==> config.mk <==
export PLATFORM = sky130hd
export DESIGN_NAME = debounce_sync
export DESIGN_NICKNAME = d
export VERILOG_FILES = /design/src/rtl/debounce_sync_pkg.sv /design/src/rtl/debounce_sync_sync2.sv /design/src/rtl/debounce_sync.sv
export SDC_FILE = /design/constraint.sdc
export NUM_CORES = 1
export LEC_CHECK = 0
export ABC_AREA = 1
export CORE_AREA = 2 2 39 41
export DETAILED_ROUTE_END_ITERATION = 8
export DIE_AREA = 0 0 41 43
export PLACE_DENSITY = 0.54
export SETUP_SLACK_MARGIN = 0.3
export SLEW_MARGIN = 30
export SYNTH_ARGS = -nofsm -noshare
export SYNTH_HDL_FRONTEND = slang
export SYNTH_SLANG_ARGS = --single-unit
==> constraint.sdc <==
create_clock -name clk -period 1.5 [get_ports clk]
set_clock_uncertainty 0.05 [all_clocks]
set_input_delay 0.3 -clock clk [delete_from_list [all_inputs] [get_ports clk]]
set_output_delay 0.3 -clock clk [all_outputs]
set_load 0.05 [all_outputs]
==> src/rtl/debounce_sync_pkg.sv <==
// Shared types and defaults for the push-button / switch debouncer.
package debounce_pkg;
  typedef enum logic [1:0] {IDLE_LO, WAIT_HI, IDLE_HI, WAIT_LO} db_state_t;
  localparam int DB_DEFAULT_CYCLES = 4;
endpackage

==> src/rtl/debounce_sync_sync2.sv <==
// Two-flop synchronizer bringing an asynchronous bit into the clk domain.
module sync2 (
  input  logic clk,
  input  logic rst,
  input  logic d,
  output logic q
);
  logic s1_q;

  always_ff @(posedge clk) begin
    if (rst) begin
      s1_q <= 1'b0;
      q    <= 1'b0;
    end else begin
      s1_q <= d;
      q    <= s1_q;
    end
  end
endmodule

==> src/rtl/debounce_sync.sv <==
// Debouncer: synchronizer, stability counter and 4-state FSM producing a clean
// level plus one-cycle rise/fall pulses.
module debounce_sync
  import debounce_pkg::*;
#(
  parameter int STABLE_CYCLES = DB_DEFAULT_CYCLES,
  parameter int CNT_W         = $clog2(STABLE_CYCLES + 1)
) (
  input  logic clk,
  input  logic rst,
  input  logic a_in,
  output logic y,
  output logic rise,
  output logic fall,
  output logic busy
);
  localparam logic [CNT_W-1:0] CNT_LAST = CNT_W'(STABLE_CYCLES - 1);
  localparam logic [CNT_W-1:0] CNT_ONE  = CNT_W'(1);

  logic             s;
  db_state_t        state_q, state_d;
  logic [CNT_W-1:0] cnt_q, cnt_d;
  logic             y_d, rise_d, fall_d;

  sync2 u_sync2 (
    .clk (clk),
    .rst (rst),
    .d   (a_in),
    .q   (s)
  );

  // Counter holds the number of consecutive samples that disagreed with y.
  always_comb begin
    state_d = state_q;
    cnt_d   = cnt_q;
    y_d     = y;
    rise_d  = 1'b0;
    fall_d  = 1'b0;
    unique case (state_q)
      IDLE_LO: begin
        cnt_d = '0;
        if (s) begin
          if (STABLE_CYCLES == 1) begin
            state_d = IDLE_HI;
            y_d     = 1'b1;
            rise_d  = 1'b1;
          end else begin
            state_d = WAIT_HI;
            cnt_d   = CNT_ONE;
          end
        end
      end
      WAIT_HI: begin
        if (!s) begin
          state_d = IDLE_LO;
          cnt_d   = '0;
        end else if (cnt_q == CNT_LAST) begin
          state_d = IDLE_HI;
          y_d     = 1'b1;
          rise_d  = 1'b1;
          cnt_d   = '0;
        end else begin
          cnt_d = cnt_q + CNT_ONE;
        end
      end
      IDLE_HI: begin
        cnt_d = '0;
        if (!s) begin
          if (STABLE_CYCLES == 1) begin
            state_d = IDLE_LO;
            y_d     = 1'b0;
            fall_d  = 1'b1;
          end else begin
            state_d = WAIT_LO;
            cnt_d   = CNT_ONE;
          end
        end
      end
      WAIT_LO: begin
        if (s) begin
          state_d = IDLE_HI;
          cnt_d   = '0;
        end else if (cnt_q == CNT_LAST) begin
          state_d = IDLE_LO;
          y_d     = 1'b0;
          fall_d  = 1'b1;
          cnt_d   = '0;
        end else begin
          cnt_d = cnt_q + CNT_ONE;
        end
      end
      default: begin
        state_d = IDLE_LO;
        cnt_d   = '0;
      end
    endcase
  end

  always_ff @(posedge clk) begin
    if (rst) begin
      state_q <= IDLE_LO;
      cnt_q   <= '0;
      y       <= 1'b0;
      rise    <= 1'b0;
      fall    <= 1'b0;
    end else begin
      state_q <= state_d;
      cnt_q   <= cnt_d;
      y       <= y_d;
      rise    <= rise_d;
      fall    <= fall_d;
    end
  end

  assign busy = (state_q == WAIT_HI) || (state_q == WAIT_LO);
endmodule

* Yosys cells after proc, flatten, opt, wreduce, memory -nomap -nowiden
Cells that the tools add are included.
** Word-level totals
- Output and inout bits :: 4
- Register bits :: 10
- Logic and storage cells :: 49
- Input bits :: 3
** Cells by class
- Reduce and logical (&&, ||, !) cells :: 7
- Equal/unequal tests :: 12
- Muxes and demuxes :: 19
- Add/subtract/negate cells :: 1
- Bitwise gates (word level) :: 3
** Operator list (number)
- $mux 2 :: 6
- $pmux 3 s4 :: 1
- $mux 3 :: 3
- $ne 2x2->1 const B :: 4
- $pmux 2 s4 :: 1
- $mux 1 :: 7
- $reduce_or 3->1 :: 2
- $reduce_and 5->1 :: 1
- $eq 2x2->1 const B :: 2
- $ne 2x1->1 const B :: 2
- $reduce_and 4->1 :: 1
- $add 3x1->3 const B :: 1
- $eq 3x2->1 const B :: 1
- $ne 3x2->1 const B :: 1
- $ne 3x3->1 const B :: 1
- $not 1->1 :: 3
- $eq 2x1->1 const B :: 1
- $logic_not 2->1 :: 1
- $pmux 1 s2 :: 1
- $reduce_bool 2->1 :: 1
- $logic_or 1x1->1 :: 1

* Longest topological paths before layout
- Depth in word-level cells :: 4
- Mapped depth :: 6
- Gate-level depth less buffers :: 6

* Modules after synthesis
A second synthesis with hierarchy kept.
** Unflattened totals
- Cells, all modules :: 52
- Area, all modules :: 374.1 µm²
** By module, submodules not included
- debounce_sync :: instances 1, cells an instance 46, area an instance 319.1 µm²
- sync2 :: instances 1, cells an instance 6, area an instance 55.1 µm²

* Worst setup path after synthesis
Ideal clock, no wire load.
- Path type :: register to output
- Start point :: reg state_q[0]
- End point :: out busy
- Cell stages (with the launch flop) :: 2
- Slack :: 276 ps
- Path buffers :: 1
- Data arrival time :: 874 ps
- Required time :: 1150 ps
- Cells stage by stage :: dfxtp_1 clkbuf_1
** On the way
- Word-level cells in the longest chain between the ends :: 2
** RTL lines
- from (decl) :: line debounce_sync.sv:21 : db_state_t state_q, state_d;
- from (signal assigned) :: line debounce_sync.sv:107 : state_q <= state_d;
- $eq 2x1->1 or $eq 2x2->1 (tied branches) :: line debounce_sync.sv:115 : assign busy = (state_q == WAIT_HI) || (state_q == WAIT_LO);
- $logic_or 1x1->1 (*) :: line debounce_sync.sv:115
- to (decl) :: line debounce_sync.sv:15 : output logic busy
Mark *: on every way between the ends. The rest lies on a longest branch, timed or not.

* Final worst setup path
Same ends and word-level chain as after synthesis.

==> out/results.tsv <==
stage	metric	value	unit
clocking	ctsHtreeMaxLevel	1	
global_routing	grt_pass1_vias	280	
sta	layout_min_cycle_time	1140	ps
logic_synthesis	synth_area_leaders	dfxtp_1 (52%), inv_1 (11%), nand2_1 (9.8%)	
sta	hold_viol_final	0	
setup_path	r2r-start	cnt_q[0]$_SDFF_PP0_	
cells_and_area	area_growth	41.0	%
setup_path	path_class	register to output pin	
global_routing	grt_pass1_wl	1010	um
logic_synthesis	synth_top_area_share	52.5	%
global_routing	grt_use_total	9.27	%
sta	fmax	876	MHz
die	ios	7	
route	initialDrtViolationCount	5	
global_routing	antenna_found_initial	0	
logic_synthesis	syn_inst	51	
sta	maxSlewHeadroom	83.8	%
placed_design	io_buffers	6	
power_and_ir_drop	power_density	977	mW/mm^2
global_routing	grt_max_degree	8	
setup_path	slowest_delay	390	ps
die	initial_core_util	27.6	%
die	core	0.00138	mm^2
hold_path	hold_depth	2	
setup_path	crit_fanout	7	
setup_path	cp_cell_sequence	buf_12	
sta	fin_setup_tns	0	ps
clocking	cts_setup_buffers	0	
die	dieArea	0.00176	mm^2
route	num_vias	308	
die	row_count	14	
clocking	cts_tree	built	
route	drt-vias-per-instance	4.05	
placed_design	place_hpwl	436	um
job	maxCapViolations	0	
cells_and_area	final_common_cell	inv_1	
setup_path	start_kind	register	
route	first_pass_iters	4	
setup_path	r2r_setup_slack	460	ps
setup_path	crit_slowest_cell	dfxtp_4	
placed_design	dpl-instance-area	498	um^2
logic_synthesis	ys_ff_latch	10	
logic_synthesis	ys_types	12	
clocking	hold_buffers	0	
setup_path	r2r_cells	6	
clocking	clk_latency	260	ps
cells_and_area	stdcell_area	538	um^2
route	ant_nets	0	
clocking	cts_buffers	3	
clocking	clockBufferDepth	2	
hold_path	min_from	u_sync2.s1_q$_SDFF_PP0_	
power_and_ir_drop	vdd_ir_drop_max	0.501	mV
setup_path	cp.arrival	790	ps
cells_and_area	fillers	145	
sta	hold_ws	361	ps
route	post_drt_wl_per_cell	7.37	um
die	die_x	41	um
setup_path	worstReg2RegEnd	y$_SDFFE_PP0P_	
setup_path	crit_family	flip-flops	
sta	setup_viol	0	
logic_synthesis	syn_nets	55	
cells_and_area	mostFrequentLayoutCells	inv_1 (11), nand2_1 (10), nor2_1 (9), dfxtp_1 (9)	
outcome	outcome	complete, no violations	
logic_synthesis	yosysSeqAreaShare	52.5	%
logic_synthesis	syn-mean-instance-area	7.48	um^2
sta	final-max-slew-violation-count	0	
clocking	path_clk_slew	60	ps
route	route.detailed.drc	0	
cells_and_area	fin_nets	65	
sta	fin_crit_sh	76.1	%
hold_path	hold_end	u_sync2.q$_SDFF_PP0_	
setup_path	required	1150	ps
sta	rsz0062_at_grt	no	
global_routing	overflow	0	
logic_synthesis	synth_area	382	um^2
setup_path	crit_path_end_kind	output pin	
placed_design	gp_congestion	0.727	
clocking	clock-root-buffer	clkbuf_4	
hold_path	hp-class	register to register	
cells_and_area	drive_above_1_share	20.0	%
route	wirelength	560	um
power_and_ir_drop	p_leak	0.000262	uW
die	die_h	43	um
setup_path	critical_path_buf_inv_count	1	
logic_synthesis	synth_top_area_cell	dfxtp_1	
logic_synthesis	synth_warnings	0	
clocking	cts.sinks	10	
cells_and_area	antenna_cells	0	
sta	worst_slew_pin_slew	243	ps
metrics by stage:
stage | util (%) | cells | setup slack, ps | total power, uW
after floorplan | - | 51 | 452 | 288
after global placement | 36.0 | 72 | 189 | 300
after detailed placement | 36.0 | 72 | 198 | 299
after CTS | 38.7 | 76 | 310 | 537
after global routing | 38.9 | 76 | 326 | 549
final | 38.9 | 76 | 359 | 526
Yosys cell counts (all sizes together):
master,n
inv,12
dfxtp,10
nand2,10
nor2,10
nand3,5
clkbuf,1
ha,1
nor3,1
o211ai,1
registers in the layout (all words and copies together) (netlist names), named ones only:
| name | count |
|---|---|
| u_sync2.q | 1 |
| state_q | 1 |
| u_sync2.s1_q | 1 |
| fall | 1 |
| cnt_q | 3 |
| y | 1 |
| rise | 1 |
cell families after synthesis:
| family | share of synthesized area (%) |
|---|---|
| compound gates | 1.97 |
| simple gates | 29.5 |
| buf+inv | 12.8 |
| fa+ha+maj | 3.28 |
| flops | 52.5 |
final cells by class:
type / count / area [um^2] / share of cell area, %
flip-flops and latches: 10 / 204 / 37.9
multi-input cells: 28 / 133 / 24.7
repair buffers: 6 / 100 / 18.6
inverters: 12 / 45.0 / 8.37
clock buffers: 4 / 36.3 / 6.74
well taps: 16 / 20.0 / 3.72
per-layer routing:
metal / up-vias / track usage (%) / part of all wire [%]
met1: 129 / 10.1 / 48
met3: 4 / 3.14 / 3.8
met5: - / 0 / 0
met4: 0 / 12.0 / 6.6
li1: 169 / - / -
met2: 6 / 11.6 / 42
power breakdown:
part / leakage (uW) / switching (uW) / internal, uW / total (uW)
logic: 0.000159 / 10.9 / 9.92 / 20.9
registers: 0.0000819 / 3.16 / 268 / 271
clock network: 0.0000210 / 86.6 / 147 / 234
total: 0.000262 / 101 / 425 / 526
worst max-delay path by stage:
stage          cells after the start                    start        endpoint  slack, ps
2_1_floorplan                      1  state_q[0]$_SDFFE_PP0P_            busy        450
6_report                           1  state_q[0]$_SDFFE_PP0P_            busy        360
3_3_place_gp                       4                      rst  y$_SDFFE_PP0P_        190
4_1_cts                            1  state_q[0]$_SDFFE_PP0P_            busy        310
3_5_place_dp                       4                      rst  y$_SDFFE_PP0P_        200
5_1_grt                            1           y$_SDFFE_PP0P_               y        330
repair_timing:
item,in CTS,in global routing
setup endpoints to repair,1,1
pin swaps,0,0
gates resized for setup,1,1
No activity file was read; power rests on OpenSTA's default activity.
